File: src/rtl/stb_req_arbiter_pkg.sv
// Shared types and constants for the strobe-request arbiter.
package stb_arb_pkg;

    typedef enum logic [2:0] {
        IDLE,
        ARM,
        WAIT_DROP,
        WAIT_VALID,
        FINISH
    } arb_state_e;

    localparam int ARB_TO_WIDTH       = 33;
    localparam int MIN_REQ_LOW_CYCLES = 2;

    // Index of the set bit in a one-hot vector of up to eight requesters.
    function automatic logic [2:0] oh_to_idx(input logic [7:0] oh);
        logic [2:0] idx;
        idx = '0;
        for (int i = 0; i < 8; i++) begin
            if (oh[i]) idx = 3'(i);
        end
        return idx;
    endfunction

endpackage

File: src/rtl/stb_req_arbiter_if.sv
// Client and generator handshake bundle between the arbiter and its neighbours.
interface stb_arb_if #(
    parameter int N_REQ       = 4,
    parameter int T_CNT_WIDTH = 32
);
    logic [N_REQ-1:0]       req_i;
    logic [N_REQ-1:0]       gnt_o;
    logic [N_REQ-1:0]       done_o;
    logic [N_REQ-1:0]       fail_o;
    logic                   busy_o;
    logic                   gen_rdy_i;
    logic                   gen_err_i;
    logic [T_CNT_WIDTH-1:0] stb_period_i;
    logic                   stb_req_o;
    logic                   stb_valid_i;

    modport slave (
        input  req_i, gen_rdy_i, gen_err_i, stb_period_i, stb_valid_i,
        output gnt_o, done_o, fail_o, busy_o, stb_req_o
    );

    modport master (
        output req_i, gen_rdy_i, gen_err_i, stb_period_i, stb_valid_i,
        input  gnt_o, done_o, fail_o, busy_o, stb_req_o
    );
endinterface

File: src/rtl/stb_req_arbiter_rr.sv
// Combinational round-robin pick: first request at or after last_grant+1, wrapping.
module rr_arbiter #(
    parameter int N    = 4,
    parameter int LG_W = (N > 1) ? $clog2(N) : 1
) (
    input  logic [N-1:0]    req,
    input  logic [LG_W-1:0] last_grant,
    output logic [N-1:0]    gnt,
    output logic            valid
);

    logic [LG_W-1:0] idx;

    always_comb begin
        gnt   = '0;
        valid = 1'b0;
        idx   = '0;
        for (int i = 0; i < N; i++) begin
            idx = LG_W'((int'(last_grant) + 1 + i) % N);
            if (!valid && req[idx]) begin
                gnt[idx] = 1'b1;
                valid    = 1'b1;
            end
        end
    end

endmodule

File: src/rtl/stb_req_arbiter.sv
// Round-robin sharing of one strobe generator's req/valid handshake, with a
// period-scaled timeout supervising every transaction.
import stb_arb_pkg::*;

module stb_req_arbiter #(
    parameter int N_REQ          = 4,
    parameter int T_CNT_WIDTH    = 32,
    parameter int TIMEOUT_MARGIN = 64
) (
    input logic      clk_i,
    input logic      arstn_i,
    stb_arb_if.slave bus
);

    localparam int LG_W  = (N_REQ > 1) ? $clog2(N_REQ) : 1;
    localparam int LIM_W = ARB_TO_WIDTH + 1;

    arb_state_e              state, state_n;
    logic [N_REQ-1:0]        cur_gnt, cur_gnt_n, pick;
    logic                    pick_valid;
    logic [LG_W-1:0]         last_grant, last_grant_n;
    logic [ARB_TO_WIDTH-1:0] limit, limit_n, to_cnt, to_cnt_n, cnt_inc, limit_sat;
    logic [LIM_W-1:0]        limit_raw;
    logic [T_CNT_WIDTH-1:0]  period;
    logic [N_REQ-1:0]        gnt_q, done_q, fail_q, done_n, fail_n, gnt_n;
    logic                    busy_q, stb_req_q, busy_n, stb_req_n, active_n;

    rr_arbiter #(.N(N_REQ), .LG_W(LG_W)) u_rr (
        .req        (bus.req_i),
        .last_grant (last_grant),
        .gnt        (pick),
        .valid      (pick_valid)
    );

    // Limit is computed one bit wider so a huge period saturates instead of wrapping.
    assign period    = bus.stb_period_i;
    assign limit_raw = LIM_W'({period, 1'b0}) + LIM_W'(TIMEOUT_MARGIN);
    assign limit_sat = limit_raw[ARB_TO_WIDTH] ? {ARB_TO_WIDTH{1'b1}}
                                               : limit_raw[ARB_TO_WIDTH-1:0];
    assign cnt_inc   = (&to_cnt) ? to_cnt : to_cnt + ARB_TO_WIDTH'(1);

    always_comb begin
        state_n      = state;
        cur_gnt_n    = cur_gnt;
        last_grant_n = last_grant;
        limit_n      = limit;
        to_cnt_n     = to_cnt;
        done_n       = '0;
        fail_n       = '0;
        unique case (state)
            IDLE: begin
                if (bus.gen_rdy_i && !bus.gen_err_i && pick_valid) begin
                    cur_gnt_n = pick;
                    limit_n   = limit_sat;
                    to_cnt_n  = '0;
                    state_n   = ARM;
                end
            end
            ARM, WAIT_DROP, WAIT_VALID: begin
                // Error beats timeout, and both beat a coincident valid.
                to_cnt_n = cnt_inc;
                if (bus.gen_err_i || (cnt_inc == limit)) begin
                    fail_n  = cur_gnt;
                    state_n = FINISH;
                end else if (state == ARM) begin
                    state_n = WAIT_DROP;
                end else if (state == WAIT_DROP) begin
                    if (!bus.stb_valid_i) state_n = WAIT_VALID;
                end else if (bus.stb_valid_i) begin
                    done_n  = cur_gnt;
                    state_n = FINISH;
                end
            end
            FINISH: begin
                last_grant_n = LG_W'(oh_to_idx(8'(cur_gnt)));
                state_n      = IDLE;
            end
            default: state_n = IDLE;
        endcase
        active_n  = (state_n == ARM) || (state_n == WAIT_DROP) || (state_n == WAIT_VALID);
        gnt_n     = active_n ? cur_gnt_n : '0;
        stb_req_n = active_n;
        busy_n    = (state_n != IDLE);
    end

    always_ff @(posedge clk_i or negedge arstn_i) begin
        if (!arstn_i) begin
            state      <= IDLE;
            cur_gnt    <= '0;
            last_grant <= LG_W'(N_REQ - 1);
            limit      <= '0;
            to_cnt     <= '0;
            gnt_q      <= '0;
            done_q     <= '0;
            fail_q     <= '0;
            busy_q     <= 1'b0;
            stb_req_q  <= 1'b0;
        end else begin
            state      <= state_n;
            cur_gnt    <= cur_gnt_n;
            last_grant <= last_grant_n;
            limit      <= limit_n;
            to_cnt     <= to_cnt_n;
            gnt_q      <= gnt_n;
            done_q     <= done_n;
            fail_q     <= fail_n;
            busy_q     <= busy_n;
            stb_req_q  <= stb_req_n;
        end
    end

    assign bus.gnt_o     = gnt_q;
    assign bus.done_o    = done_q;
    assign bus.fail_o    = fail_q;
    assign bus.busy_o    = busy_q;
    assign bus.stb_req_o = stb_req_q;

endmodule
File: src/flat_wrapper.sv
// flat-port wrapper written by rule: the top's interface ports become plain ports
module stb_req_arbiter_flat 
#(
    parameter int N_REQ          = 4,
    parameter int T_CNT_WIDTH    = 32,
    parameter int TIMEOUT_MARGIN = 64
)
  (clk_i, arstn_i, bus_req_i, bus_gen_rdy_i, bus_gen_err_i, bus_stb_period_i, bus_stb_valid_i, bus_gnt_o, bus_done_o, bus_fail_o, bus_busy_o, bus_stb_req_o);
  stb_arb_if #(.N_REQ(N_REQ), .T_CNT_WIDTH(T_CNT_WIDTH)) bus_i ();
  input logic clk_i;
  input logic arstn_i;
  input wire logic [$bits(bus_i.req_i)-1:0] bus_req_i;
  input wire logic [$bits(bus_i.gen_rdy_i)-1:0] bus_gen_rdy_i;
  input wire logic [$bits(bus_i.gen_err_i)-1:0] bus_gen_err_i;
  input wire logic [$bits(bus_i.stb_period_i)-1:0] bus_stb_period_i;
  input wire logic [$bits(bus_i.stb_valid_i)-1:0] bus_stb_valid_i;
  output wire logic [$bits(bus_i.gnt_o)-1:0] bus_gnt_o;
  output wire logic [$bits(bus_i.done_o)-1:0] bus_done_o;
  output wire logic [$bits(bus_i.fail_o)-1:0] bus_fail_o;
  output wire logic [$bits(bus_i.busy_o)-1:0] bus_busy_o;
  output wire logic [$bits(bus_i.stb_req_o)-1:0] bus_stb_req_o;
  assign bus_i.req_i = bus_req_i;
  assign bus_i.gen_rdy_i = bus_gen_rdy_i;
  assign bus_i.gen_err_i = bus_gen_err_i;
  assign bus_i.stb_period_i = bus_stb_period_i;
  assign bus_i.stb_valid_i = bus_stb_valid_i;
  assign bus_gnt_o = bus_i.gnt_o;
  assign bus_done_o = bus_i.done_o;
  assign bus_fail_o = bus_i.fail_o;
  assign bus_busy_o = bus_i.busy_o;
  assign bus_stb_req_o = bus_i.stb_req_o;
  stb_req_arbiter #(.N_REQ(N_REQ), .T_CNT_WIDTH(T_CNT_WIDTH), .TIMEOUT_MARGIN(TIMEOUT_MARGIN)) u_core (.clk_i(clk_i), .arstn_i(arstn_i), .bus(bus_i));
endmodule
File: config.mk
export PLATFORM = sky130hd
export DESIGN_NAME = stb_req_arbiter_flat
export DESIGN_NICKNAME = d
export VERILOG_FILES = /design/src/rtl/stb_req_arbiter_pkg.sv /design/src/rtl/stb_req_arbiter_if.sv /design/src/rtl/stb_req_arbiter_rr.sv /design/src/rtl/stb_req_arbiter.sv /design/src/flat_wrapper.sv
export SDC_FILE = /design/constraint.sdc
export NUM_CORES = 1
export LEC_CHECK = 0
export CORE_MARGIN = 2
export CORE_UTILIZATION = 50
export DETAILED_ROUTE_END_ITERATION = 10
export PLACE_DENSITY = 0.7
export RECOVER_POWER = 50
export SLEW_MARGIN = 10
export SYNTH_ARGS = -nofsm -noshare
export SYNTH_HDL_FRONTEND = slang
export SYNTH_HIERARCHICAL = 1
export SYNTH_SLANG_ARGS = --single-unit
File: constraint.sdc
create_clock -name clk_i -period 5.15 [get_ports clk_i]
set_input_delay 1.03 -clock clk_i [delete_from_list [all_inputs] [get_ports clk_i]]
set_output_delay 1.03 -clock clk_i [all_outputs]
set_load 0.05 [all_outputs]
[After elaboration in Yosys (flattened, before gate mapping)]
Cells that the tools add are included.
Storage, ports and cells
  output and inout port bits: 14
  register bits after elaboration: 89
  logic and storage cells: 107
  input port bits: 41
Cells by class
  bitwise operators: 3
  mux-type cells: 48
  add/sub/neg operators: 6
  reduce and logical (&&, ||, !) cells: 23
  eq/ne operators: 9
  $lt $le $gt $ge: 8
Operators by type and width (number)
  $mux 33: 3
  $pmux 33 s2: 1
  $mux 4: 14
  $add 33x7->34 const B: 1
  $add 33x1->33 const B: 1
  $eq 33x33->1: 1
  $reduce_and 33->1: 1
  $mux 3: 6
  $mux 1: 13
  $eq 3x2->1 const B: 4
  $lt 2x3->1 const B: 4
  $or 4x4->4: 3
  $logic_and 1x1->1: 9
  $bmux 1 s2: 4
  $demux 1 s2: 4
  $ge 2x1->1 const B: 4
  $add 2x2->2 const B: 3
  $eq 3x1->1 const B: 2
  $pmux 3 s2: 1
  $logic_not 1->1: 4
  $mux 2: 2
  $reduce_and 2->1: 2
  $eq 3x3->1 const B: 1
  $logic_not 3->1: 1
  6 further kinds: 8

[Logic depth before layout (Yosys ltp)]
  depth after elaboration: 20
  depth in mapped cells: 15
  mapped depth without buffers: 11

[Hierarchy]
Netlist, hierarchy kept.
By module, submodules not included
  stb_req_arbiter: cells each 740, area an instance 6059.6 sq um, sequential area each 2229.6 sq um, times used 1
  rr_arbiter: cells each 52, area an instance 414.1 sq um, sequential area each 0.0 sq um, times used 1

[Least setup slack after synthesis]
OpenSTA, ideal clock, no wires.
  path type: reg-to-reg
  from: register u_core.to_cnt[1]
  to: register u_core.to_cnt[13]
  library setup time: 0.118 ns
  arrival: 3.681 ns
  path buffers: 2
  slack: 1.351 ns
  stages on the path, launching flop included: 14
  clock period less this slack: 3.799 ns
  required time: 5.032 ns
  cells stage by stage: dfrtp_1 > ha_1 > clkbuf_1 > nand4_1 > or4_1 > nor3b_1 > xnor2_1 > o21ai_0 > nor4b_1 > nand3b_1 > or4_4 > buf_6 > a32o_1 > a21o_1
Between the ends
  cells in the longest elaborated chain, start to end: 3
  elaborated cells on any way between the ends: 4
  classes of those cells: 1 x add/sub; 2 x mux; 1 x reduce/logical
RTL lines
  start, declared: line stb_req_arbiter.sv:22  | logic [ARB_TO_WIDTH-1:0] limit, limit_n, to_cnt, to_cnt_n, cnt_inc, limit_sat;
  start signal, assigned: line stb_req_arbiter.sv:103  | to_cnt <= to_cnt_n;
  $add 33x1->33 / $reduce_and 33->1 (equally long branches): line stb_req_arbiter.sv:40  | assign cnt_inc = (&to_cnt) ? to_cnt : to_cnt + ARB_TO_WIDTH'(1);
  $mux 33 (*): line stb_req_arbiter.sv:40
  $pmux 33 s2 (*): line stb_req_arbiter.sv:50  | unique case (state)
Mark *: on every way between the ends. The rest lies on a longest branch, timed or not.
A chain may end at the register's enable or synchronous reset.

[Final worst setup path]
  from: register u_core.to_cnt[1]
  to: register u_core.to_cnt[20]
Same word-level chain as after synthesis.

==> impl_summary.md <==
Synthesis
dfrtp_1 takes more of the synthesized area than any other cell. The top cell type's share of synthesized area is 33.6%. The share of the yosys chip area belonging to registers is 34.4%. The number of synthesized flops with an enable pin is 0. The summed instance area of the synthesized netlist is 6470 µm².

The post-synthesis average cell area is 8.17 µm². The number of warnings issued by yosys is 6. The post-synthesis instance total is 792. The top flip-flop cell by instance count after synthesis is dfrtp_1. The count of different cell masters after synthesis is 77. When the netlist entered floorplanning its net count stood at 841. The register bit count reported by yosys is 89. After synthesis, the cell types taking the most area are dfrtp_1 34%, xnor2_1 5.5%, nor2_1 4.7%. After synthesis, the share of flip-flops with an asynchronous set or reset is 100%.

Pwr
The net switching power of the design is 0.00157 W. Dividing total power by cell area gives a power density of 475 nW/µm². Total power for the finished layout comes to 0.00353 W. The switching share of power is 44.4%.

The share of total power dissipated in sequential elements is 36.7%. The cell-internal power is 0.00196 W. VDD sags by at most 0.000248 V. The portion of total power attributed to combinational logic is 43.8%. For this design the static power due to leakage is 2.82 nW.

The clock network is responsible for 19.6% of the overall power.

Timing
The worst clock skew on the final layout is 0.00865 ns. The final number of setup-violating endpoints is 0. Dividing the final minimum period by the clock period gives 93.9%. The number of endpoints with negative hold slack in the final report is 0.

For the pin with the worst max-slew slack, the measured transition is 1.96 ns. The number of max-slew violations in the final report is 36. The maximum frequency from static timing analysis is 207 MHz. Setup repair after global routing left no endpoint under its margin. The final worst hold slack is 0.501 ns. The worst path meets setup with 0.313 ns of slack. The worst pin sits at a relative slew slack of -30.5%. The smallest clock period supported by the final layout is computed as 4.84 ns. The final-layout setup total negative slack is 0 ns.

CTS
For this design, the sink count on the clock tree is 89. The clock latency on the worst-skew pair is 0.35 ns. The quantity of hold-fixing buffers added after cts is 0. The root buffer selected by CTS is clkbuf_16. In this run, CTS created clock tree buffers numbering 9. The clock edge transition at the registers on the reported setup and hold paths is 0.07 ns.

After clock tree synthesis, the repair step resized 0 gates. The clock tree synthesis step divided the H-tree into 3 levels. Post-CTS timing repair inserted 0 buffers for setup. TritonCTS built the clock tree. The number of buffers on the longest clock path is 2.

Global route
The met2 layer usage reported by global route is 48.7%. Entering global routing, the biggest net connects 56 pins. Global routing used 32.1% of the available tracks across all layers. The most congested layer reported by global routing is met2. The total congestion overflow is 0. The via count of the first global-routing pass is 6211. The global routing usage on met3 is 4.31%. Global routing used 44.9% of the available met1 tracks.

The first global-routing pass estimated 35000 µm of wire. The initial antenna violation count is 0.

Route
The routed wirelength normalized by instance count is 21.9 µm. The total DRC errors in the routed layout is 0. The routed design has 21900 µm of wire.

The number of violations reported at the end of detailed-routing iteration 0 is 746. The post-route antenna net violation count is 0. The first-pass detailed-route iteration total is 7. In the routed layout, each cell is associated on average with a via count of 6.55.

The final route contains 6561 vias.

Outcome
The final reports fail on capacitance limit, slew limit. The flow ran to the end, but the final reports show violations.

Layout
The library cells used most frequently in the layout, excluding fill and tap cells, are 87 x dfrtp_1, 81 x nor2_1, 72 x nand2_1, 52 x nand3_1, 52 x a21oi_1. Cells with a size suffix above 1 make up 6.99% of the layout. The layout-stage area growth over the synthesis result is 14.7%.

For this run, the post-layout net count is 874. 0 antenna diodes ended up in the layout. The most frequent standard cell in the layout excluding fill and tap cells is dfrtp_1. The finished layout holds 1002 standard cells, fillers aside. The filler cells instantiated in the layout total 1161.

Hold path
For hold timing, the worst endpoint is u_core/limit[31]. The count of cells along the worst hold path is 2. The worst hold path class is reg -> reg. The startpoint of the worst hold path is u_core/limit[31].

Run
Max-cap violations in this run came to 1.

Placed design
The number of input and output port buffers inserted is 54. The number of cells after detailed placement is 986. At the end of routability-driven placement, the weighted congestion stood at 1.02. The pre-CTS worst setup slack is 0.480 ns.

The detailed-placement wirelength estimate is 16300 µm.

Worst setup path
The source of the worst register-to-register timing path is u_core/to_cnt[1]. Among all stages on the critical path, the largest delay is contributed by a2111oi_0. The required arrival time at the worst endpoint is 5.41 ns. The largest single stage delay on the critical path is 0.94 ns.

In this run the register-to-register setup slack is 0.31 ns. The reg-to-reg endpoint is u_core/to_cnt[20]. The largest driver fanout on the critical path is 9. The number of cells on the worst reg-to-reg path is 13. The critical path is of the reg -> reg type. Traced cell by cell, the critical path runs through ha_1 > nand4_1 > buf_4 > or4_1 > a311oi_1 > xnor2_1 > nand4_1 > a2111oi_0 > and3_1 > a21o_1 > buf_4 > nand3_1 > o22ai_1. The worst setup path is captured at a flop. Data arrives at the worst endpoint at 5.10 ns. STA classifies the critical path startpoint as a flop.

Floorplanning
The initialized floorplan defines 41 standard-cell rows. The total area inside the core boundary comes to 12600 µm². The initial utilization of the core area, before any placement, comes to 51.3%. The full die area is 13900 µm².

The vertical die dimension is 118 µm. The die span in x is 118 µm. 55 I/O pins were placed.
==> critical path: cells and delay by family (launching register included) <==
kind | cells | cell delay, ns
compound gates | 4 | 1.89
flops | 1 | 0.51
simple gates | 5 | 1.33
xor+xnor | 1 | 0.22
buf+inv | 2 | 0.42
fa+ha+maj | 1 | 0.37
==> flip-flops by register name (all words and copies together) (netlist names) <==
register              cells
u_core/bus.fail_o         4
u_core/bus.done_o         4
u_core/to_cnt            33
u_core/state              3
u_core/bus.gnt_o          4
u_core/bus.busy_o         1
u_core/bus.stb_req_o      1
u_core/last_grant         2
u_core/limit             33
u_core/cur_gnt            4
==> per-layer routing <==
layer,share of wire [%],vias to the layer above
li1,-,2976
met3,7.4,60
met5,0,-
met1,44,3186
met2,45,339
met4,4.4,0
==> power groups by stage <==
stage	Clock [W]	Sequential (W)	Combinational [W]
4_1_cts	0.000699	0.00128	0.00152
2_1_floorplan	0	0.00113	0.00120
5_1_grt	0.000732	0.00133	0.00168
6_report	0.000690	0.00129	0.00154
3_5_place_dp	0	0.00130	0.00151
3_3_place_gp	0	0.00128	0.00148
==> worst max-delay path by stage <==
stage / slack [ns] / from / endpoint
after floorplan: 1.35 / u_core/to_cnt[1] / u_core/to_cnt[13]
after global placement: 0.52 / u_core/to_cnt[1] / u_core/to_cnt[20]
after detailed placement: 0.48 / u_core/to_cnt[0] / u_core/to_cnt[20]
after CTS: 0.43 / u_core/to_cnt[0] / u_core/to_cnt[20]
after global routing: 0.15 / u_core/to_cnt[1] / u_core/to_cnt[20]
final: 0.31 / u_core/to_cnt[1] / u_core/to_cnt[20]
==> synthesized netlist by cell type, types with 4 or more instances <==
library cell  instances
a21oi_1              52
a22oi_1               4
a311oi_1              5
a31oi_1              25
and2_1               10
and3_1               20
and4_1                9
buf_2                18
buf_4                 5
clkbuf_1             23
dfrtp_1              87
ha_1                  8
inv_1                24
mux2i_1              11
nand2_1              72
nand3_1              52
nand3b_1              5
nand4_1              36
nor2_1               81
nor2b_1               5
nor3_1               20
nor4_1               16
o2111ai_1             4
o21ai_0              21
o21ai_1              13
o22a_1                6
o31ai_1               5
or2_2                 4
or3_1                 8
or4_1                 9
xnor2_1              41
xor2_1               25
==> kinds of logic (layout without fill, tap and decap cells) <==
| family | Yosys count | count (layout) | synth area share, % |
|---|---|---|---|
| and+or+nand+nor | 368 | 368 | 30.0 |
| muxes | 15 | 15 | 2.69 |
| AOI/OAI and AO/OA | 171 | 171 | 17.3 |
| DFF | 89 | 89 | 34.4 |
| buffers and inverters | 75 | 113 | 5.10 |
| xor gates and xnor gates | 66 | 66 | 8.93 |
| adders and majority gates | 8 | 8 | 1.55 |
==> metrics by stage <==
stage	util, %	area (µm²)
2_1_floorplan	-	6470
3_3_place_gp	56.5	7130
3_5_place_dp	56.5	7130
4_1_cts	58.9	7430
5_1_grt	58.8	7420
6_report	58.8	7420
==> cell type report <==
class                   count  area (µm²)  area share (%)
inverters                  25        93.8            1.26
well taps                 172         215            2.90
clock buffers              10         239            3.22
repair buffers             72         667            8.98
clock inverters             6        65.1           0.876
multi-input cells         628        3910            52.7
flip-flops and latches     89        2230            30.0
(Power assumes the default switching activity.)
